==> src/rtl/gf_pkg.sv <==
// GF(2^8) arithmetic, bus geometry and FSM state type for the RS syndrome
// sequencer; no ports (package only).
package gf_pkg;

    localparam int SYMB_WIDTH        = 8;
    localparam int BUS_WIDTH_IN_SYMB = 4;
    localparam logic [SYMB_WIDTH:0]   PRIM_POLY = 9'h11D;
    localparam logic [SYMB_WIDTH-1:0] ALPHA     = 8'h02;

    typedef enum logic [2:0] {
        CAPTURE,
        REPLAY,
        WAIT,
        OUT,
        DROP
    } rs_seq_state_t;

    // Shift-and-add multiply, reducing by the primitive polynomial each step
    function automatic logic [SYMB_WIDTH-1:0] gf_mult(
        input logic [SYMB_WIDTH-1:0] a,
        input logic [SYMB_WIDTH-1:0] b
    );
        logic [SYMB_WIDTH-1:0] p;
        logic [SYMB_WIDTH-1:0] x;
        p = '0;
        x = a;
        for (int i = 0; i < SYMB_WIDTH; i++) begin
            if (b[i]) p = p ^ x;
            if (x[SYMB_WIDTH-1])
                x = {x[SYMB_WIDTH-2:0], 1'b0} ^ PRIM_POLY[SYMB_WIDTH-1:0];
            else
                x = {x[SYMB_WIDTH-2:0], 1'b0};
        end
        return p;
    endfunction

    function automatic logic [SYMB_WIDTH-1:0] gf_pow(
        input logic [SYMB_WIDTH-1:0] a,
        input int                    n
    );
        logic [SYMB_WIDTH-1:0] r;
        r = 1;
        for (int i = 0; i < n; i++) r = gf_mult(r, a);
        return r;
    endfunction

endpackage

==> src/rtl/rs_syndrome_seq_if.sv <==
// Bundle of the codeword input stream, engine replay port and syndrome output.
// slave: the sequencer's view; master: the surrounding environment's view.
interface rs_syndrome_seq_if import gf_pkg::*; #(
    parameter int ROOTS_NUM = 16
);
    localparam int DW = BUS_WIDTH_IN_SYMB * SYMB_WIDTH;

    logic                            s_tvalid;
    logic                            s_tready;
    logic [DW-1:0]                   s_tdata;
    logic [BUS_WIDTH_IN_SYMB-1:0]    s_tkeep;
    logic                            s_tlast;
    logic                            e_tvalid;
    logic [DW-1:0]                   e_tdata;
    logic [BUS_WIDTH_IN_SYMB-1:0]    e_tkeep;
    logic                            e_tlast;
    logic [SYMB_WIDTH-1:0]           e_root;
    logic [SYMB_WIDTH-1:0]           e_syndrome;
    logic                            m_tvalid;
    logic                            m_tready;
    logic [ROOTS_NUM*SYMB_WIDTH-1:0] m_tdata;
    logic                            m_nonzero;
    logic                            s_overflow;

    modport slave (
        input  s_tvalid, s_tdata, s_tkeep, s_tlast, e_syndrome, m_tready,
        output s_tready, e_tvalid, e_tdata, e_tkeep, e_tlast, e_root,
        output m_tvalid, m_tdata, m_nonzero, s_overflow
    );

    modport master (
        output s_tvalid, s_tdata, s_tkeep, s_tlast, e_syndrome, m_tready,
        input  s_tready, e_tvalid, e_tdata, e_tkeep, e_tlast, e_root,
        input  m_tvalid, m_tdata, m_nonzero, s_overflow
    );

endinterface

==> src/rtl/rs_cw_buffer.sv <==
// Codeword beat store: one write port, one combinational read port.
// Ports: clk, we/waddr/wdata (write), raddr/rdata (read).
module rs_cw_buffer #(
    parameter int DEPTH = 64,
    parameter int WIDTH = 32,
    parameter int AW    = $clog2(DEPTH)
) (
    input  logic             clk,
    input  logic             we,
    input  logic [AW-1:0]    waddr,
    input  logic [WIDTH-1:0] wdata,
    input  logic [AW-1:0]    raddr,
    output logic [WIDTH-1:0] rdata
);

    logic [WIDTH-1:0] mem_q [DEPTH];

    always_ff @(posedge clk) begin
        if (we) mem_q[waddr] <= wdata;
    end

    assign rdata = mem_q[raddr];

endmodule

==> src/rtl/rs_syndrome_seq.sv <==
// Captures one codeword, replays it once per root into an external Horner
// engine, collects the syndromes. Ports: aclk, areset, bus (slave view).
module rs_syndrome_seq import gf_pkg::*; #(
    parameter int MAX_BEATS  = 64,
    parameter int ROOTS_NUM  = 16,
    parameter int FCR        = 0,
    parameter int ENGINE_LAT = 1
) (
    input  logic              aclk,
    input  logic              areset,
    rs_syndrome_seq_if.slave  bus
);

    localparam int SW = SYMB_WIDTH;
    localparam int KW = BUS_WIDTH_IN_SYMB;
    localparam int DW = KW * SW;
    localparam int CW = $clog2(MAX_BEATS + 1);
    localparam int AW = $clog2(MAX_BEATS);
    localparam int IW = $clog2(ROOTS_NUM + 1);
    localparam int LW = $clog2(ENGINE_LAT + 1);
    localparam logic [SW-1:0] ROOT0 = gf_pow(ALPHA, FCR);

    rs_seq_state_t          state_q, state_d;
    logic [CW-1:0]          wr_cnt_q, wr_cnt_d;
    logic [CW-1:0]          rd_cnt_q, rd_cnt_d;
    logic [CW-1:0]          beats_q, beats_d;
    logic [KW-1:0]          last_keep_q, last_keep_d;
    logic [IW-1:0]          idx_q, idx_d;
    logic [LW-1:0]          lat_cnt_q, lat_cnt_d;
    logic [SW-1:0]          root_q, root_d;
    logic [ROOTS_NUM*SW-1:0] syndr_q, syndr_d;
    logic                   s_tready_q, s_tready_d;
    logic                   e_tvalid_q, e_tvalid_d;
    logic                   e_tlast_q, e_tlast_d;
    logic                   m_tvalid_q, m_tvalid_d;
    logic                   s_overflow_q, s_overflow_d;

    logic                   beat_acc;
    logic                   buf_we;
    logic [DW-1:0]          buf_rdata;

    assign beat_acc = bus.s_tvalid & s_tready_q;
    assign buf_we   = beat_acc & (state_q == CAPTURE);

    rs_cw_buffer #(
        .DEPTH (MAX_BEATS),
        .WIDTH (DW),
        .AW    (AW)
    ) u_buf (
        .clk   (aclk),
        .we    (buf_we),
        .waddr (wr_cnt_q[AW-1:0]),
        .wdata (bus.s_tdata),
        .raddr (rd_cnt_q[AW-1:0]),
        .rdata (buf_rdata)
    );

    always_comb begin
        state_d      = state_q;
        wr_cnt_d     = wr_cnt_q;
        rd_cnt_d     = rd_cnt_q;
        beats_d      = beats_q;
        last_keep_d  = last_keep_q;
        idx_d        = idx_q;
        lat_cnt_d    = lat_cnt_q;
        root_d       = root_q;
        syndr_d      = syndr_q;
        s_tready_d   = s_tready_q;
        e_tvalid_d   = e_tvalid_q;
        e_tlast_d    = e_tlast_q;
        m_tvalid_d   = m_tvalid_q;
        s_overflow_d = 1'b0;
        unique case (state_q)
            CAPTURE: begin
                s_tready_d = 1'b1;
                if (beat_acc) begin
                    wr_cnt_d = wr_cnt_q + 1'b1;
                    if (bus.s_tlast) begin
                        last_keep_d = bus.s_tkeep;
                        beats_d     = wr_cnt_q + 1'b1;
                        idx_d       = '0;
                        rd_cnt_d    = '0;
                        root_d      = ROOT0;
                        s_tready_d  = 1'b0;
                        e_tvalid_d  = 1'b1;
                        e_tlast_d   = (wr_cnt_q == '0);
                        state_d     = REPLAY;
                    end else if (wr_cnt_q == CW'(MAX_BEATS - 1)) begin
                        s_overflow_d = 1'b1;
                        state_d      = DROP;
                    end
                end
            end
            REPLAY: begin
                if (e_tlast_q) begin
                    e_tvalid_d = 1'b0;
                    e_tlast_d  = 1'b0;
                    lat_cnt_d  = '0;
                    state_d    = WAIT;
                end else begin
                    rd_cnt_d  = rd_cnt_q + 1'b1;
                    // e_tlast is registered, so look one beat ahead
                    e_tlast_d = (rd_cnt_q + CW'(2) == beats_q);
                end
            end
            WAIT: begin
                if (lat_cnt_q == LW'(ENGINE_LAT - 1)) begin
                    syndr_d[idx_q*SW +: SW] = bus.e_syndrome;
                    root_d = gf_mult(root_q, ALPHA);
                    idx_d  = idx_q + 1'b1;
                    if (idx_q == IW'(ROOTS_NUM - 1)) begin
                        m_tvalid_d = 1'b1;
                        state_d    = OUT;
                    end else begin
                        rd_cnt_d   = '0;
                        e_tvalid_d = 1'b1;
                        e_tlast_d  = (beats_q == CW'(1));
                        state_d    = REPLAY;
                    end
                end else begin
                    lat_cnt_d = lat_cnt_q + 1'b1;
                end
            end
            OUT: begin
                if (bus.m_tready) begin
                    m_tvalid_d = 1'b0;
                    wr_cnt_d   = '0;
                    s_tready_d = 1'b1;
                    state_d    = CAPTURE;
                end
            end
            DROP: begin
                s_tready_d = 1'b1;
                if (beat_acc && bus.s_tlast) begin
                    wr_cnt_d = '0;
                    state_d  = CAPTURE;
                end
            end
            default: begin
                state_d = CAPTURE;
            end
        endcase
    end

    always_ff @(posedge aclk or posedge areset) begin
        if (areset) begin
            state_q      <= CAPTURE;
            wr_cnt_q     <= '0;
            rd_cnt_q     <= '0;
            beats_q      <= '0;
            last_keep_q  <= '0;
            idx_q        <= '0;
            lat_cnt_q    <= '0;
            root_q       <= ROOT0;
            syndr_q      <= '0;
            s_tready_q   <= 1'b0;
            e_tvalid_q   <= 1'b0;
            e_tlast_q    <= 1'b0;
            m_tvalid_q   <= 1'b0;
            s_overflow_q <= 1'b0;
        end else begin
            state_q      <= state_d;
            wr_cnt_q     <= wr_cnt_d;
            rd_cnt_q     <= rd_cnt_d;
            beats_q      <= beats_d;
            last_keep_q  <= last_keep_d;
            idx_q        <= idx_d;
            lat_cnt_q    <= lat_cnt_d;
            root_q       <= root_d;
            syndr_q      <= syndr_d;
            s_tready_q   <= s_tready_d;
            e_tvalid_q   <= e_tvalid_d;
            e_tlast_q    <= e_tlast_d;
            m_tvalid_q   <= m_tvalid_d;
            s_overflow_q <= s_overflow_d;
        end
    end

    // Buffer contents are not reset, so gate the replay data with valid
    assign bus.s_tready   = s_tready_q;
    assign bus.e_tvalid   = e_tvalid_q;
    assign bus.e_tdata    = e_tvalid_q ? buf_rdata : '0;
    assign bus.e_tkeep    = e_tvalid_q ? (e_tlast_q ? last_keep_q : '1) : '0;
    assign bus.e_tlast    = e_tlast_q;
    assign bus.e_root     = root_q;
    assign bus.m_tvalid   = m_tvalid_q;
    assign bus.m_tdata    = syndr_q;
    assign bus.m_nonzero  = |syndr_q;
    assign bus.s_overflow = s_overflow_q;

endmodule

==> src/flat_wrapper.sv <==
// flat-port wrapper written by rule: the top's interface ports become plain ports
module rs_syndrome_seq_flat import gf_pkg::*;
#(
    parameter int MAX_BEATS  = 64,
    parameter int ROOTS_NUM  = 16,
    parameter int FCR        = 0,
    parameter int ENGINE_LAT = 1
)
  (aclk, areset, bus_s_tvalid, bus_s_tdata, bus_s_tkeep, bus_s_tlast, bus_e_syndrome, bus_m_tready, bus_s_tready, bus_e_tvalid, bus_e_tdata, bus_e_tkeep, bus_e_tlast, bus_e_root, bus_m_tvalid, bus_m_tdata, bus_m_nonzero, bus_s_overflow);
  rs_syndrome_seq_if #(.ROOTS_NUM(ROOTS_NUM)) bus_i ();
  input  logic aclk;
  input  logic areset;
  input wire logic [$bits(bus_i.s_tvalid)-1:0] bus_s_tvalid;
  input wire logic [$bits(bus_i.s_tdata)-1:0] bus_s_tdata;
  input wire logic [$bits(bus_i.s_tkeep)-1:0] bus_s_tkeep;
  input wire logic [$bits(bus_i.s_tlast)-1:0] bus_s_tlast;
  input wire logic [$bits(bus_i.e_syndrome)-1:0] bus_e_syndrome;
  input wire logic [$bits(bus_i.m_tready)-1:0] bus_m_tready;
  output wire logic [$bits(bus_i.s_tready)-1:0] bus_s_tready;
  output wire logic [$bits(bus_i.e_tvalid)-1:0] bus_e_tvalid;
  output wire logic [$bits(bus_i.e_tdata)-1:0] bus_e_tdata;
  output wire logic [$bits(bus_i.e_tkeep)-1:0] bus_e_tkeep;
  output wire logic [$bits(bus_i.e_tlast)-1:0] bus_e_tlast;
  output wire logic [$bits(bus_i.e_root)-1:0] bus_e_root;
  output wire logic [$bits(bus_i.m_tvalid)-1:0] bus_m_tvalid;
  output wire logic [$bits(bus_i.m_tdata)-1:0] bus_m_tdata;
  output wire logic [$bits(bus_i.m_nonzero)-1:0] bus_m_nonzero;
  output wire logic [$bits(bus_i.s_overflow)-1:0] bus_s_overflow;
  assign bus_i.s_tvalid = bus_s_tvalid;
  assign bus_i.s_tdata = bus_s_tdata;
  assign bus_i.s_tkeep = bus_s_tkeep;
  assign bus_i.s_tlast = bus_s_tlast;
  assign bus_i.e_syndrome = bus_e_syndrome;
  assign bus_i.m_tready = bus_m_tready;
  assign bus_s_tready = bus_i.s_tready;
  assign bus_e_tvalid = bus_i.e_tvalid;
  assign bus_e_tdata = bus_i.e_tdata;
  assign bus_e_tkeep = bus_i.e_tkeep;
  assign bus_e_tlast = bus_i.e_tlast;
  assign bus_e_root = bus_i.e_root;
  assign bus_m_tvalid = bus_i.m_tvalid;
  assign bus_m_tdata = bus_i.m_tdata;
  assign bus_m_nonzero = bus_i.m_nonzero;
  assign bus_s_overflow = bus_i.s_overflow;
  rs_syndrome_seq #(.MAX_BEATS(MAX_BEATS), .ROOTS_NUM(ROOTS_NUM), .FCR(FCR), .ENGINE_LAT(ENGINE_LAT)) u_core (.aclk(aclk), .areset(areset), .bus(bus_i));
endmodule
==> config.mk <==
export PLATFORM = sky130hd
export DESIGN_NAME = rs_syndrome_seq_flat
export DESIGN_NICKNAME = d
export VERILOG_FILES = /design/src/rtl/gf_pkg.sv /design/src/rtl/rs_syndrome_seq_if.sv /design/src/rtl/rs_cw_buffer.sv /design/src/rtl/rs_syndrome_seq.sv /design/src/flat_wrapper.sv
export SDC_FILE = /design/constraint.sdc
export NUM_CORES = 2
export LEC_CHECK = 0
export BUFFER_PORTS_ARGS = -buffer_cell sky130_fd_sc_hd__buf_2
export CAP_MARGIN = 10
export CORE_MARGIN = 5
export CORE_UTILIZATION = 62
export DETAILED_ROUTE_END_ITERATION = 12
export PLACE_DENSITY_LB_ADDON = 0.3
export SYNTH_ARGS = -nofsm -noshare
export SYNTH_HDL_FRONTEND = slang
export SYNTH_SLANG_ARGS = --single-unit
==> constraint.sdc <==
create_clock -name aclk -period 7.3 [get_ports aclk]
set_clock_uncertainty 0.15 [all_clocks]
set_input_delay 1.46 -clock aclk [delete_from_list [all_inputs] [get_ports aclk]]
set_output_delay 1.46 -clock aclk [all_outputs]
set_load 0.005 [all_outputs]
==> key figures <==
Timing
  • Fin crit period: 6.22 ns
  • Slew headroom: between 10% and 20%
  • RSZ-0062 raised after global routing: false
  • Final period util: 85.2%
  • Final setup TNS: 0 ns
  • Final hold vios: 0
  • Setup violators final: 0
  • Worst hold slack: between 0.3 and 0.4 ns
  • Pins over their slew limit: 0
  • Slew @ Worst Pin: 1.28 ns
  • FMAX: ~0.16 GHz
  • Setup ws final: 1.08 ns

Synthesis
  • Mapped Cells: 4358
  • Mapped Area: 0.0860 mm2
  • Unique masters post-synth: 64
  • Synth Register Bits: 2222
  • Sequential-to-total area share from yosys stat: 76.6%
  • Share of the synthesized area in the top cell type: 71.5%
  • Number of flops mapped to enable cells by yosys: 2048
  • Largest cells by area after synthesis: edfxtp_1 72%, mux4_2 10%, dfrtp_1 5.0%
  • Post-synth top area cell: edfxtp_1
  • Synth warnings: 0
  • Synthesized Nets: 4415
  • Post-synth ARST share: under 10%
  • Synth Flop Type: edfxtp_1
  • Syn avg cell area: 19.7 um2

Worst setup path
  • CP endpoint: bus_e_tdata[0]
  • Flop-to-flop setup slack: 2.87 ns
  • CP startpoint kind: flip-flop
  • R2R Path End: u_core.u_buf.mem_q[51][22]
  • CP required: about 5.7 ns
  • R2R Path Start: u_core.state_q[0]
  • Crit. End Element: primary output
  • Crit Path Category: flip-flop to primary output
  • Worst-path fanout max: 47
  • Crit path launch: u_core.rd_cnt_q[2]
  • Reg2reg path depth: 6
  • Crit path DAT: 4.61 ns

Placement
  • Post-DP Area: 0.0895 mm2
  • DP HPWL: about 130000 um
  • Placer Congestion: 0.980
  • I/O Buffers: ~230
  • Setup slack after placement: 1.87 ns

Worst hold path
  • Tightest Hold Check Type: flip-flop to flip-flop
  • Hold_sp: u_core.bus.m_tdata[35]

Clock tree
  • Max clock buf depth: 3
  • TritonCTS clock tree: done
  • Insertion delay to the later sink of the worst-skew pair: 0.84 ns
  • H-tree lvl count: 4
  • Clock Sinks: 2222
  • # Post-CTS Setup Buffers: 0
  • Post-cts resize count: 0
  • CTS Buf Count: 208
  • CTS Hold Buffers Added: 0
  • Clock Root Buffer: clkbuf_16
  • Clock transition at path regs: 0.06 ns

Floorplan
  • Ports: 227
  • Core area: 0.138 mm2
  • Die width: 382 um
  • # rows: 136
  • Initial core utilization: 62.4%
  • Area of the die: between 0.1 and 0.15 mm2
  • Die Span Y: 382 um

Detailed routing
  • Top sig layer: met5
  • Met2 Wirelength: 110000 um
  • Met1 WL: 80900 um
  • Antenna-violating nets left: 0
  • DRT iter0 DRCs: 6983
  • Pre-Repair DR Iteration Count: 6
  • Vias: 46948
  • DRC Markers: 0
  • Met3 wire len: ~29000 um
  • Final wirelength: roughly 230000 um
  • Routed length per instance: 34.7 um
  • Drt via density: 7.06

Global routing
  • First-pass GRT wire length: 330000 um
  • Largest net degree at the start of global routing: 112
  • Vias in the first global route: 46206
  • GRT overflow: 0
  • Initial antenna violation count: 21
  • Global-route usage over all layers: 31.6%

Power
  • Sw frac: 29.4%
  • PwrDens: between 300 and 400 mW/mm2
  • Int Pwr: 23.6 mW
  • Clk pwr share: 31.5%
  • Peak supply drop: 0.000262 V
  • P_sw: slightly below 10 mW
  • Combinational fraction of design power: 23.8%
  • Sequential share of power: between 40 and 50%
  • Pleak: 31.0 nW

Flow run
  • Maxcap violations: 0

Cells and area
  • Cell area after layout: 0.0962 mm2
  • Final net count: 4730
  • Layout cell share with drive strength beyond 1: a little under a quarter
  • Area Growth Syn to Fin: 11.9%
  • Final core occ: 69.9%
  • Fill cell count: 8177

Outcome
  • Outcome: completed
[cells in the final DEF (no fill, tap or decap), drive strengths merged, types with 43 or more instances in the layout]
cell / n
edfxtp: 2048
mux4: 385
buf: 357
clkbuf: 282
mux2i: 253
nand2: 250
dfrtp: 173
o21ai: 137
nor2: 136
a21oi: 109
a22oi: 85
clkinv: 78
o221ai: 64
o22ai: 58
a211oi: 46
a22o: 43
[per-layer routing]
layer  vias up  GRT usage (%)
met5         -              0
met4         8           14.0
met3       586           7.49
met2      3648           49.5
met1     24125           43.5
li1      18581              -
[registers in the layout, indices dropped and copies added (netlist names)]
signal and cells:
u_core.bus.s_overflow 1, u_core.bus.m_tdata 128, u_core.bus.e_tvalid 1, u_core.last_keep_q 4, u_core.bus.s_tready 1, u_core.state_q 3
u_core.beats_q 7, u_core.bus.e_tlast 1, u_core.rd_cnt_q 7, u_core.bus.e_root 8, u_core.u_buf.mem_q 2048, u_core.idx_q 5
u_core.wr_cnt_q 7, u_core.bus.m_tvalid 1
[power groups by stage]
stage | combinational [mW] | clock [mW] | sequential, mW
after floorplan | 5.35 | 0 | 15.0
after global placement | 7.76 | 0 | 15.2
after detailed placement | 7.87 | 0 | 15.2
after CTS | 7.94 | 10.6 | 15.0
after global routing | 8.38 | 11.2 | 15.0
final | 7.95 | 10.5 | 15.0
[layout make-up]
cell class	count	area, um2	share of cell area, %
Inverter	17	68.8	0.0716
Antenna cell	9	22.5	0.0234
Clock buffer	282	5650	5.87
Clock inverter	105	931	0.968
Tap cell	1794	2240	2.33
Multi-Input combinational cell	1867	19100	19.9
Sequential cell	2222	65900	68.5
Timing Repair Buffer	357	2260	2.35
[worst min-delay path by stage]
stage | depth (start not counted) | to | slack (ns)
floorplan | 1 | u_core.last_keep_q[3] | 0.33
global placement | 2 | u_core.bus.m_tdata[49] | 0.33
detailed placement | 2 | u_core.bus.m_tdata[50] | 0.34
CTS | 2 | u_core.bus.m_tdata[35] | 0.36
global route | 1 | u_core.last_keep_q[3] | 0.37
finish | 2 | u_core.bus.m_tdata[35] | 0.35
[worst max-delay path, cell delays in order, from the launching register on]
cell and delay [ns]:
dfrtp_4 0.77, nor2b_4 0.22, buf_4 0.73, buf_4 0.70, a211oi_1 0.15, a21oi_1 0.51, a22o_1 0.42, buf_2 0.18
[synth_stat cells, types with 8 or more instances]
| cell | n |
|---|---|
| a2111oi_0 | 14 |
| inv_1 | 14 |
| nor4_1 | 40 |
| o22ai_1 | 58 |
| and3_1 | 11 |
| a22o_1 | 43 |
| o31ai_1 | 27 |
| a21oi_1 | 109 |
| edfxtp_1 | 2048 |
| buf_4 | 35 |
| o21ai_0 | 104 |
| a31oi_1 | 9 |
| xnor2_1 | 11 |
| buf_2 | 84 |
| mux2_2 | 32 |
| ha_1 | 8 |
| xor2_1 | 11 |
| dfrtp_1 | 173 |
| nor3_1 | 8 |
| o21ai_1 | 33 |
| clkbuf_1 | 82 |
| mux4_2 | 385 |
| o221ai_1 | 64 |
| nand4_1 | 14 |
| nor2b_1 | 10 |
| mux2i_1 | 253 |
| nand3_1 | 25 |
| a211oi_1 | 46 |
| buf_1 | 14 |
| nand2_1 | 250 |
| buf_6 | 36 |
| a2111oi_2 | 10 |
| a22oi_1 | 85 |
| nor2_1 | 135 |
[metrics by stage]
stage / total power [mW] / instances
floorplan: 20.3 / 4358
global placement: 23.0 / 6255
detailed placement: 23.1 / 6255
CTS: 33.5 / 6642
global route: 34.6 / 6647
finish: 33.5 / 6653
[kinds of logic after synthesis]
group,Yosys count,synth area share [%]
xor+xnor,22,0.224
simple gates,536,2.83
mux,670,13.5
fa+ha+maj,8,0.116
flops,2222,76.6
compound gates,631,5.00
buf+inv,269,1.78
(Power assumes the default switching activity.)
